File: src/rtl/regfile_scoreboard.sv
// rtl/regfile_scoreboard.sv - parametrised 2R/1W register file with per-register busy scoreboard
// Optional macro RF_BYPASS_EN: same-cycle write-through forwarding to both read ports.
module regfile_scoreboard #(
    parameter int DW      = 16,
    parameter int AW      = 3,
    parameter int ZERO_R0 = 1
) (
    input  logic          CLK,
    input  logic          RST,
    input  logic [AW-1:0] ADD1,
    input  logic [AW-1:0] ADD2,
    output logic [DW-1:0] R1,
    output logic [DW-1:0] R2,
    output logic          BUSY1,
    output logic          BUSY2,
    input  logic          WEN,
    input  logic [AW-1:0] WADD,
    input  logic [DW-1:0] DATAIN,
    input  logic          RSV,
    input  logic [AW-1:0] RSVADD,
    output logic [AW:0]   PENDING,
    output logic          ERR
);

    localparam int NREG = 2 ** AW;

    logic [DW-1:0]   regs_q [NREG];
    logic [NREG-1:0] busy_q, busy_d;
    logic [AW:0]     pending_q, pending_d;
    logic            err_q, err_d;

    logic wen_eff, rsv_eff;
    logic rd1_zero, rd2_zero;

    // Accesses to a hardwired R0 are dropped before they touch any state.
    assign wen_eff  = WEN && !((ZERO_R0 != 0) && (WADD == '0));
    assign rsv_eff  = RSV && !((ZERO_R0 != 0) && (RSVADD == '0));
    assign rd1_zero = (ZERO_R0 != 0) && (ADD1 == '0);
    assign rd2_zero = (ZERO_R0 != 0) && (ADD2 == '0);

    always_comb begin
        busy_d    = busy_q;
        err_d     = err_q;
        pending_d = '0;
        if (rsv_eff && busy_q[RSVADD] && !(wen_eff && (WADD == RSVADD))) begin
            err_d = 1'b1;
        end
        // Reserve is applied after the write so a same-address pair ends busy.
        if (wen_eff) begin
            busy_d[WADD] = 1'b0;
        end
        if (rsv_eff) begin
            busy_d[RSVADD] = 1'b1;
        end
        for (int i = 0; i < NREG; i++) begin
            pending_d = pending_d + {{AW{1'b0}}, busy_d[i]};
        end
    end

    always_ff @(posedge CLK) begin
        if (RST) begin
            for (int i = 0; i < NREG; i++) begin
                regs_q[i] <= '0;
            end
            busy_q    <= '0;
            pending_q <= '0;
            err_q     <= 1'b0;
        end else begin
            if (wen_eff) begin
                regs_q[WADD] <= DATAIN;
            end
            busy_q    <= busy_d;
            pending_q <= pending_d;
            err_q     <= err_d;
        end
    end

    always_comb begin
        R1    = regs_q[ADD1];
        BUSY1 = busy_q[ADD1];
        R2    = regs_q[ADD2];
        BUSY2 = busy_q[ADD2];
`ifdef RF_BYPASS_EN
        if (wen_eff && (WADD == ADD1)) begin
            R1    = DATAIN;
            BUSY1 = 1'b0;
        end
        if (wen_eff && (WADD == ADD2)) begin
            R2    = DATAIN;
            BUSY2 = 1'b0;
        end
`endif
        if (rd1_zero) begin
            R1    = '0;
            BUSY1 = 1'b0;
        end
        if (rd2_zero) begin
            R2    = '0;
            BUSY2 = 1'b0;
        end
    end

    assign PENDING = pending_q;
    assign ERR     = err_q;

endmodule

File: config.mk
export PLATFORM = sky130hd
export DESIGN_NAME = regfile_scoreboard
export DESIGN_NICKNAME = d
export VERILOG_FILES = /design/src/rtl/regfile_scoreboard.sv
export SDC_FILE = /design/constraint.sdc
export NUM_CORES = 1
export LEC_CHECK = 0
export ABC_AREA = 1
export CAP_MARGIN = 30
export CORE_ASPECT_RATIO = 0.5
export CORE_MARGIN = 1.5
export CORE_UTILIZATION = 50
export DETAILED_ROUTE_END_ITERATION = 6
export PLACE_DENSITY_LB_ADDON = 0.25
export SLEW_MARGIN = 20
export SYNTH_ARGS = -nofsm -noshare
export SYNTH_HDL_FRONTEND = slang
export SYNTH_SLANG_ARGS = --single-unit
export TNS_END_PERCENT = 20
File: constraint.sdc
create_clock -name CLK -period 3.4 [get_ports CLK]
set_input_delay 0.51 -clock CLK [delete_from_list [all_inputs] [get_ports CLK]]
set_output_delay 0.51 -clock CLK [all_outputs]
set_load 0.05 [all_outputs]
Yosys cells after proc, flatten, opt, wreduce, memory -nomap -nowiden
Memories as Yosys holds them, arrays and structs flattened. Cells that the tools add are included.

Bits in registers: 13. Bits in writable memories: 128. Input port bits: 32. Output and inout port bits: 39. Memories kept: 1.

Memories: regs_q (depth 8, width 16, read ports 2, clocked after Yosys merged registers in 0, wr ports 8, line 27) `logic [DW-1:0] regs_q [NREG];`.

$add $sub $neg: 7. $lt $le $gt $ge: 6. Eq/ne operators: 1. Multiplexer cells: 24. Bitwise gates (word level): 3. Reductions and logical operators: 15.

Operators by type and width (number): 16-bit 2-to-1 mux (3); 4-bit by 1-bit adder with 4-bit output (4); 3-bit by 4-bit < comparator with 1-bit output, second input constant (4); 8-bit 2-to-1 mux (2); 16-bit OR reduction (1); 1-bit 2-to-1 mux (13); 3-bit logical NOT (4); 1-bit binary-select mux with 3-bit select (3); 8-bit bitwise AND (1); 8-bit inverter (1); 8-bit OR (1); 1-bit logical AND (7); 1-bit demux with 3-bit select (2); 3-bit by 1-bit greater-or-equal comparator with 1-bit output, second input constant (2); 3-bit by 1-bit adder with 4-bit output (1); 2-bit by 1-bit adder with 3-bit output (1); 3-bit equality test (1); 1-bit logical NOT (3); 3-bit 2-to-1 mux (1); 1-bit by 1-bit adder with 2-bit output (1).

Longest topological paths before layout
Word-level depth: 16. Gate-level depth with buffers: 15.

Least setup slack after synthesis
No wires, ideal clock.

Kind: input -> register. Start: in WADD[2]. End: reg pending_q[2] (netlist: PENDING[2]). Setup time: 0.128 ns. Data arrival time: 3.365 ns. Data required time: 3.272 ns. Slack: -0.093 ns. Stages on the path: 15. Cells stage by stage: buf_6 -> inv_1 -> nand3_1 -> o21ai_0 -> nand2_1 -> fa_1 -> fa_1 -> inv_1 -> fa_1 -> inv_1 -> ha_1 -> inv_1 -> fa_1 -> xor2_1 -> nor2_1.

Elaborated cells between the ends (all ways): 20. Classes of those cells: 7 x add/sub; 2 x order compare; 4 x mux; 3 x bitwise; 4 x reduce/logical.

RTL lines: from (decl) (line 17) `input logic [AW-1:0] WADD,`; 3-bit by 4-bit < comparator with 1-bit output (implied by the code) or 3-bit by 1-bit greater-or-equal comparator with 1-bit output (tied branches) (line 50) `busy_d[WADD] = 1'b0;`; 1-bit logical AND (implied by the code) (line 50); 1-bit 2-to-1 mux (implied by the code) (line 50); 1-bit demux with 3-bit select (line 50); 8-bit inverter (no source line); 8-bit bitwise AND (no source line); 8-bit 2-to-1 mux (*) (line 49) `if (wen_eff) begin`; 8-bit OR (no source line); 8-bit 2-to-1 mux (*) (line 52) `if (rsv_eff) begin`; net busy_d[3] (line 28) `logic [NREG-1:0] busy_q, busy_d;`; 3-bit by 1-bit adder with 4-bit output (*) (line 56) `pending_d = pending_d + {{AW{1'b0}}, busy_d[i]};`; 4-bit by 1-bit adder with 4-bit output (*) (4 in series) (line 56); to (signal assigned) (line 73) `pending_q <= pending_d;`; to (decl) (line 29) `logic [AW:0] pending_q, pending_d;`.

The timed path passes the listed nets; every way through them passes the cells marked *. A chain may end at the register's enable or synchronous reset.

Final worst setup path
Start: in RSV. End: reg pending_q[2] (netlist: PENDING[2]).

Cells in the longest elaborated chain, start to end: 9.

Ends and longest elaborated chain: from (decl) (line 19) `input logic RSV,`; 1-bit logical AND (line 37) `assign rsv_eff = RSV && !((ZERO_R0 != 0) && (RSVADD == '0));`; 8-bit 2-to-1 mux (line 52); net busy_d[1] (line 28); 1-bit by 1-bit adder with 2-bit output (line 56); 2-bit by 1-bit adder with 3-bit output (line 56); 3-bit by 1-bit adder with 4-bit output (line 56); 4-bit by 1-bit adder with 4-bit output (4 in series) (line 56).

The timed path passes the listed nets, and every way through them passes these cells.

==> results.ini <==
[outcome]
outcome = finished, violations left
violations = design-rule violations

[timing]
setup_tns_ps = 0
worst_slew_pin_slew_ps = 771
finalWorstSetupSlack_ps = 192
rsz0062_at_grt = no
hold_violations = 0
period_minus_slack_ps = 3210
finalClockSkew_ps = 7.63
period_share = 0.944
fmax_mhz = 312
setup-violations-final = 0
relSlewSlack = 0.486
timing.final.max_slew_violations = 0

[grt]
antenna_found_initial = 0
grt_max_degree = 58
track_usage = 0.278
grt_pass1_wl_mm = 34.9
first_global_vias = 6858
grt.overflow.total = 0

[logic_synthesis]
synth.yosys.warnings = 0
ys_ff_latch = 141
synthArstFlopShare = 0
synthCells = 938
synth_edf_count = 128
synthTopCellsByArea = edfxtp_1 49%, o21ai_0 11%, nor2_1 10%
ys.flop_type = edfxtp_1
synth_top_area_frac = 0.490
syn_area_mm2 = 0.00784
synth_seq_area_share = 0.524
avgSynthCellArea_um2 = 8.36
synth_cell_types = 30
netlist.top_cell.by_area = edfxtp_1

[place]
dp_hpwl_mm = 15.0
globalplace.congestion = 0.858
place_ws_ps = -535
io_buffers = 70

[setup_path]
critPathMaxFanout = 3
critical_path_required_ps = 3710
cp-start-kind = input pin
cp-end-kind = flop
cp.arrival_ps = 3520
timing_worst_setup_path_type = in2reg

[floorplan]
rows = 32
initial_utilization = 0.510
die-height_um = 91.5
fp.dieW_um = 180
dieArea_mm2 = 0.0165
coreArea_mm2 = 0.0154
ios = 71

[routing]
ant_nets = 0
drt-vias-per-instance = 5.79
drc = 5
vias = 7226
initialDrtViolationCount = 896
wl_per_cell_um = 18.1
drt_pass1_iterations = 7
routed_wl_mm = 22.6

[power]
power.density_mw_per_mm2 = 504
max-vdd-ir-drop_mv = 0.262
p_leak_nw = 4.13

[cts]
root_buffer = clkbuf_16
cts_hold_repair.buffers = 0
clock_latency_ps = 420
clkTransAtPathRegs_ps = 60
h-tree-depth = 4
cts_buffers = 17
clock_path_buffers = 2
cts_tree = built
cts_sinks = 141

[final_layout]
final.fill_count = 1294
area_delta_synth_final_pct = 26.1
nNetsFinal = 1069
drive_gt1_frac = 0.131
antenna_cells = 0
layout_commonest_cell = nor2_1
layout_common_cells = 211 x nor2_1, 173 x o21ai_0, 128 x edfxtp_1

[min_path]
hold_path_class = reg2reg

[flow_run]
maxCapViolCount = 0

## flip-flops by register name, indices dropped and copies added, names as in the netlist
signal,flops
regs_q,128
PENDING,4
ERR,1
busy_q,8
## logic make-up after synthesis
group | after synthesis | synth area share
simple gates | 335 | 0.179
buf+inv | 165 | 0.0903
compound gates | 287 | 0.189
other cells | 1 | 0.000478
flops | 141 | 0.524
xor+xnor | 2 | 0.00224
fa+ha+maj | 7 | 0.0150
## layout make-up
| cell class | instances | area (um^2) | share of cell area |
|---|---|---|---|
| Tap cell | 204 | 255 | 0.0258 |
| Inverter | 99 | 372 | 0.0376 |
| Clock buffer | 23 | 533 | 0.0539 |
| Multi-Input combinational cell | 647 | 3100 | 0.313 |
| Clock inverter | 9 | 93.8 | 0.00949 |
| Sequential cell | 141 | 4100 | 0.415 |
| Timing Repair Buffer | 124 | 1440 | 0.145 |
## routing by layer
layer  GRT usage  part of all wire
met1       0.344              0.40
met2       0.466              0.48
met3      0.0562             0.092
met4       0.146             0.034
met5           0                 0
## worst paths after layout
kind                              from               endpoint  slack [ps]  cells after the start
setup / recovery                   RSV  PENDING[2]$_SDFF_PP0_         190                     13
hold / removal        ERR$_SDFFE_PP0P_       ERR$_SDFFE_PP0P_         470                      2
setup reg to reg  busy_q[3]$_SDFF_PP0_  PENDING[2]$_SDFF_PP0_         350                     12
hold reg to reg       ERR$_SDFFE_PP0P_       ERR$_SDFFE_PP0P_         470                      2
## repair_timing
item                       in CTS  in global routing
pin swaps                       2                  3
setup endpoints to repair       2                  2
gates resized for setup         5                  4
setup buffers                   1                  1
## cell usage after synthesis, types with 2 or more instances
library cell / n
nand4_4: 3
nand2_1: 74
nor2_1: 213
buf_2: 23
inv_1: 96
nor3_1: 2
o211ai_1: 6
buf_6: 8
fa_1: 4
o21ai_1: 4
nand3_1: 37
buf_1: 5
o21ai_0: 175
a31oi_1: 21
ha_1: 3
a21oi_1: 79
clkinv_1: 2
clkbuf_1: 30
nand2_2: 3
dfxtp_1: 13
edfxtp_1: 128
## metrics by stage
step | cells | area, um^2 | hold slack, ps | util | power, mW
finish | 1247 | 9890 | 471 | 0.643 | 4.99
global route | 1247 | 9890 | 502 | 0.643 | 5.14
CTS | 1246 | 9870 | 476 | 0.642 | 4.98
detailed placement | 1213 | 9230 | 463 | 0.601 | 3.07
global placement | 1213 | 9230 | 443 | 0.600 | 3.05
floorplan | 953 | 7900 | 442 | - | 2.62
## critical path, stage by stage
cell and delay (ps):
clkdlybuf4s50_1 500, nand3_1 110, nand2_1 110, fa_1 440, fa_1 520, inv_1 50
fa_1 440, inv_1 60, ha_1 160, inv_1 50, fa_1 370, xor2_1 140
nor2_1 50
## report_power, final
part | leakage [nW] | internal (mW) | switching [mW] | total [mW]
clock | 0.309 | 1.19 | 0.744 | 1.93
combinational | 2.48 | 0.376 | 0.626 | 1.00
sequential | 1.34 | 2.00 | 0.0466 | 2.05
Note: power is estimated with default switching activity, not from simulation.
==> edit, RTL diff (same settings) <==
Put one more register stage on the output `ERR`. The value now appears one clock later. The other outputs are not delayed to match.
--- a/src/rtl/regfile_scoreboard.sv
+++ b/src/rtl/regfile_scoreboard.sv
@@ -101,7 +101,9 @@
     end
 
     assign PENDING = pending_q;
-    assign ERR     = err_q;
+    always_ff @(posedge CLK) begin
+        ERR <= err_q;
+    end
 
 endmodule
 
Check against the original RTL: not equivalent (Yosys sat finds a counterexample within 4 cycles, from zero or initial values and one cycle with RST high).
==> edit against the original RTL <==
Non-clock buffer count rose by 2; via count is 0.46% higher; sequential cell count increased by 1; clock skew decreased by 0.0017 ns; total power increased by 0.32%; sequential share of layout area rose by 0.066 points; hold slack lost 0.11 ns; area after synthesis rose by 0.26%; wire length rose by 2.8%; cell area increased by 0.33%; setup slack got worse by 0.0020 ns; the run still ends with design-rule violations left.
==> edit: results <==
{
  "p_seq_frac": 0.412,
  "min_period_ns": 3.21,
  "synth_commonest_cells": "nor2_1, o21ai_0, edfxtp_1",
  "grt.total_usage": 0.287,
  "cts_setup_buffers": 0,
  "grt_pass1_wl_um": 36100,
  "internal-power_mw": 3.50,
  "yosys.area_share.adder": 0.0150,
  "violations": "design-rule violations",
  "synth_compound_area_frac": 0.189,
  "status": "finished with violations",
  "cts_root_buffer": "clkbuf_16",
  "setup.worst_path.start": "RSV",
  "crit_slowest_cell": "clkdlybuf4s50_1",
  "power_leakage_nw": 4.14,
  "post-route-drc-count": 4,
  "wirelength_met1_um": 9080,
  "synth-xor-area-share": 0.00223,
  "place_area_um2": 9310,
  "insertion_delay_ns": 0.43,
  "reg2reg_slack_ns": 0.36,
  "wl_met3_um": 2260,
  "grt_pass1_vias": 7087,
  "holdWs_ns": 0.363,
  "dp_hpwl_um": 15200,
  "r2r-end": "PENDING[2]$_SDFF_PP0_",
  "grt_max_degree": 106,
  "layout.nets": 1072,
  "wire_per_inst_um": 18.6,
  "ys.flop_type": "edfxtp_1",
  "dp_slack_ns": -0.534,
  "dp.cells": 1218,
  "drive_gt1_frac": 0.134,
  "place_congestion": 0.857,
  "netlist_top_cells_area": "edfxtp_1, o21ai_0, nor2_1",
  "drt_wl_total_um": 23200,
  "h-tree-depth": 4,
  "vdd_drop_max_mv": 0.270,
  "io_buffers": 70,
  "finClkSkew_ns": 0.00596,
  "met2_wirelength_um": 11200,
  "synth.avg_cell_area_um2": 8.37,
  "switching_share": 0.299,
  "seq_area_frac_synth": 0.525,
  "via_count": 7259,
  "first_pass_iters": 7,
  "first_iter_violations": 890,
  "relSlewSlack": 0.445
}
[edit: kinds of logic after synthesis]
| logic type | Yosys count |
|---|---|
| other | 1 |
| adders and majority gates | 7 |
| AOI/OAI and AO/OA | 287 |
| DFF | 142 |
| buffers and inverters | 165 |
| xor gates and xnor gates | 2 |
| and+or+nand+nor | 335 |
[edit: repair_timing]
action	in CTS	in global routing
pin swaps	2	4
gates cloned	0	0
endpoints found under the setup margin	2	2
resized for setup	5	4
[edit: cell type report]
type | count | area [µm²]
clock buffers | 17 | 425
repair buffers | 126 | 1480
multi-input cells | 647 | 3090
well taps | 204 | 255
fillers | 1300 | 5450
inverters | 99 | 372
flip-flops and latches | 142 | 4120
clock inverters | 15 | 178
[edit: worst max-delay path, delay by kind of cell]
kind | cells | cell delay [ns]
xor gates and xnor gates | 1 | 0.15
adders and majority gates | 5 | 1.91
buffers and inverters | 4 | 0.68
and+or+nand+nor | 3 | 0.27
[edit: layer usage]
layer | vias up | track usage
li1 | 3343 | -
met1 | 3388 | 0.353
met2 | 463 | 0.505
met4 | 0 | 0.118
met3 | 65 | 0.0512
met5 | - | 0
[edit: how the worst min path moves through the flow]
stage,from,end,cells past startpoint
after floorplan,err_q$_SDFFE_PP0P_,ERR$_DFF_P_,0
after global placement,err_q$_SDFFE_PP0P_,ERR$_DFF_P_,0
after detailed placement,err_q$_SDFFE_PP0P_,ERR$_DFF_P_,0
after CTS,err_q$_SDFFE_PP0P_,ERR$_DFF_P_,0
after global routing,err_q$_SDFFE_PP0P_,ERR$_DFF_P_,0
final,err_q$_SDFFE_PP0P_,ERR$_DFF_P_,0
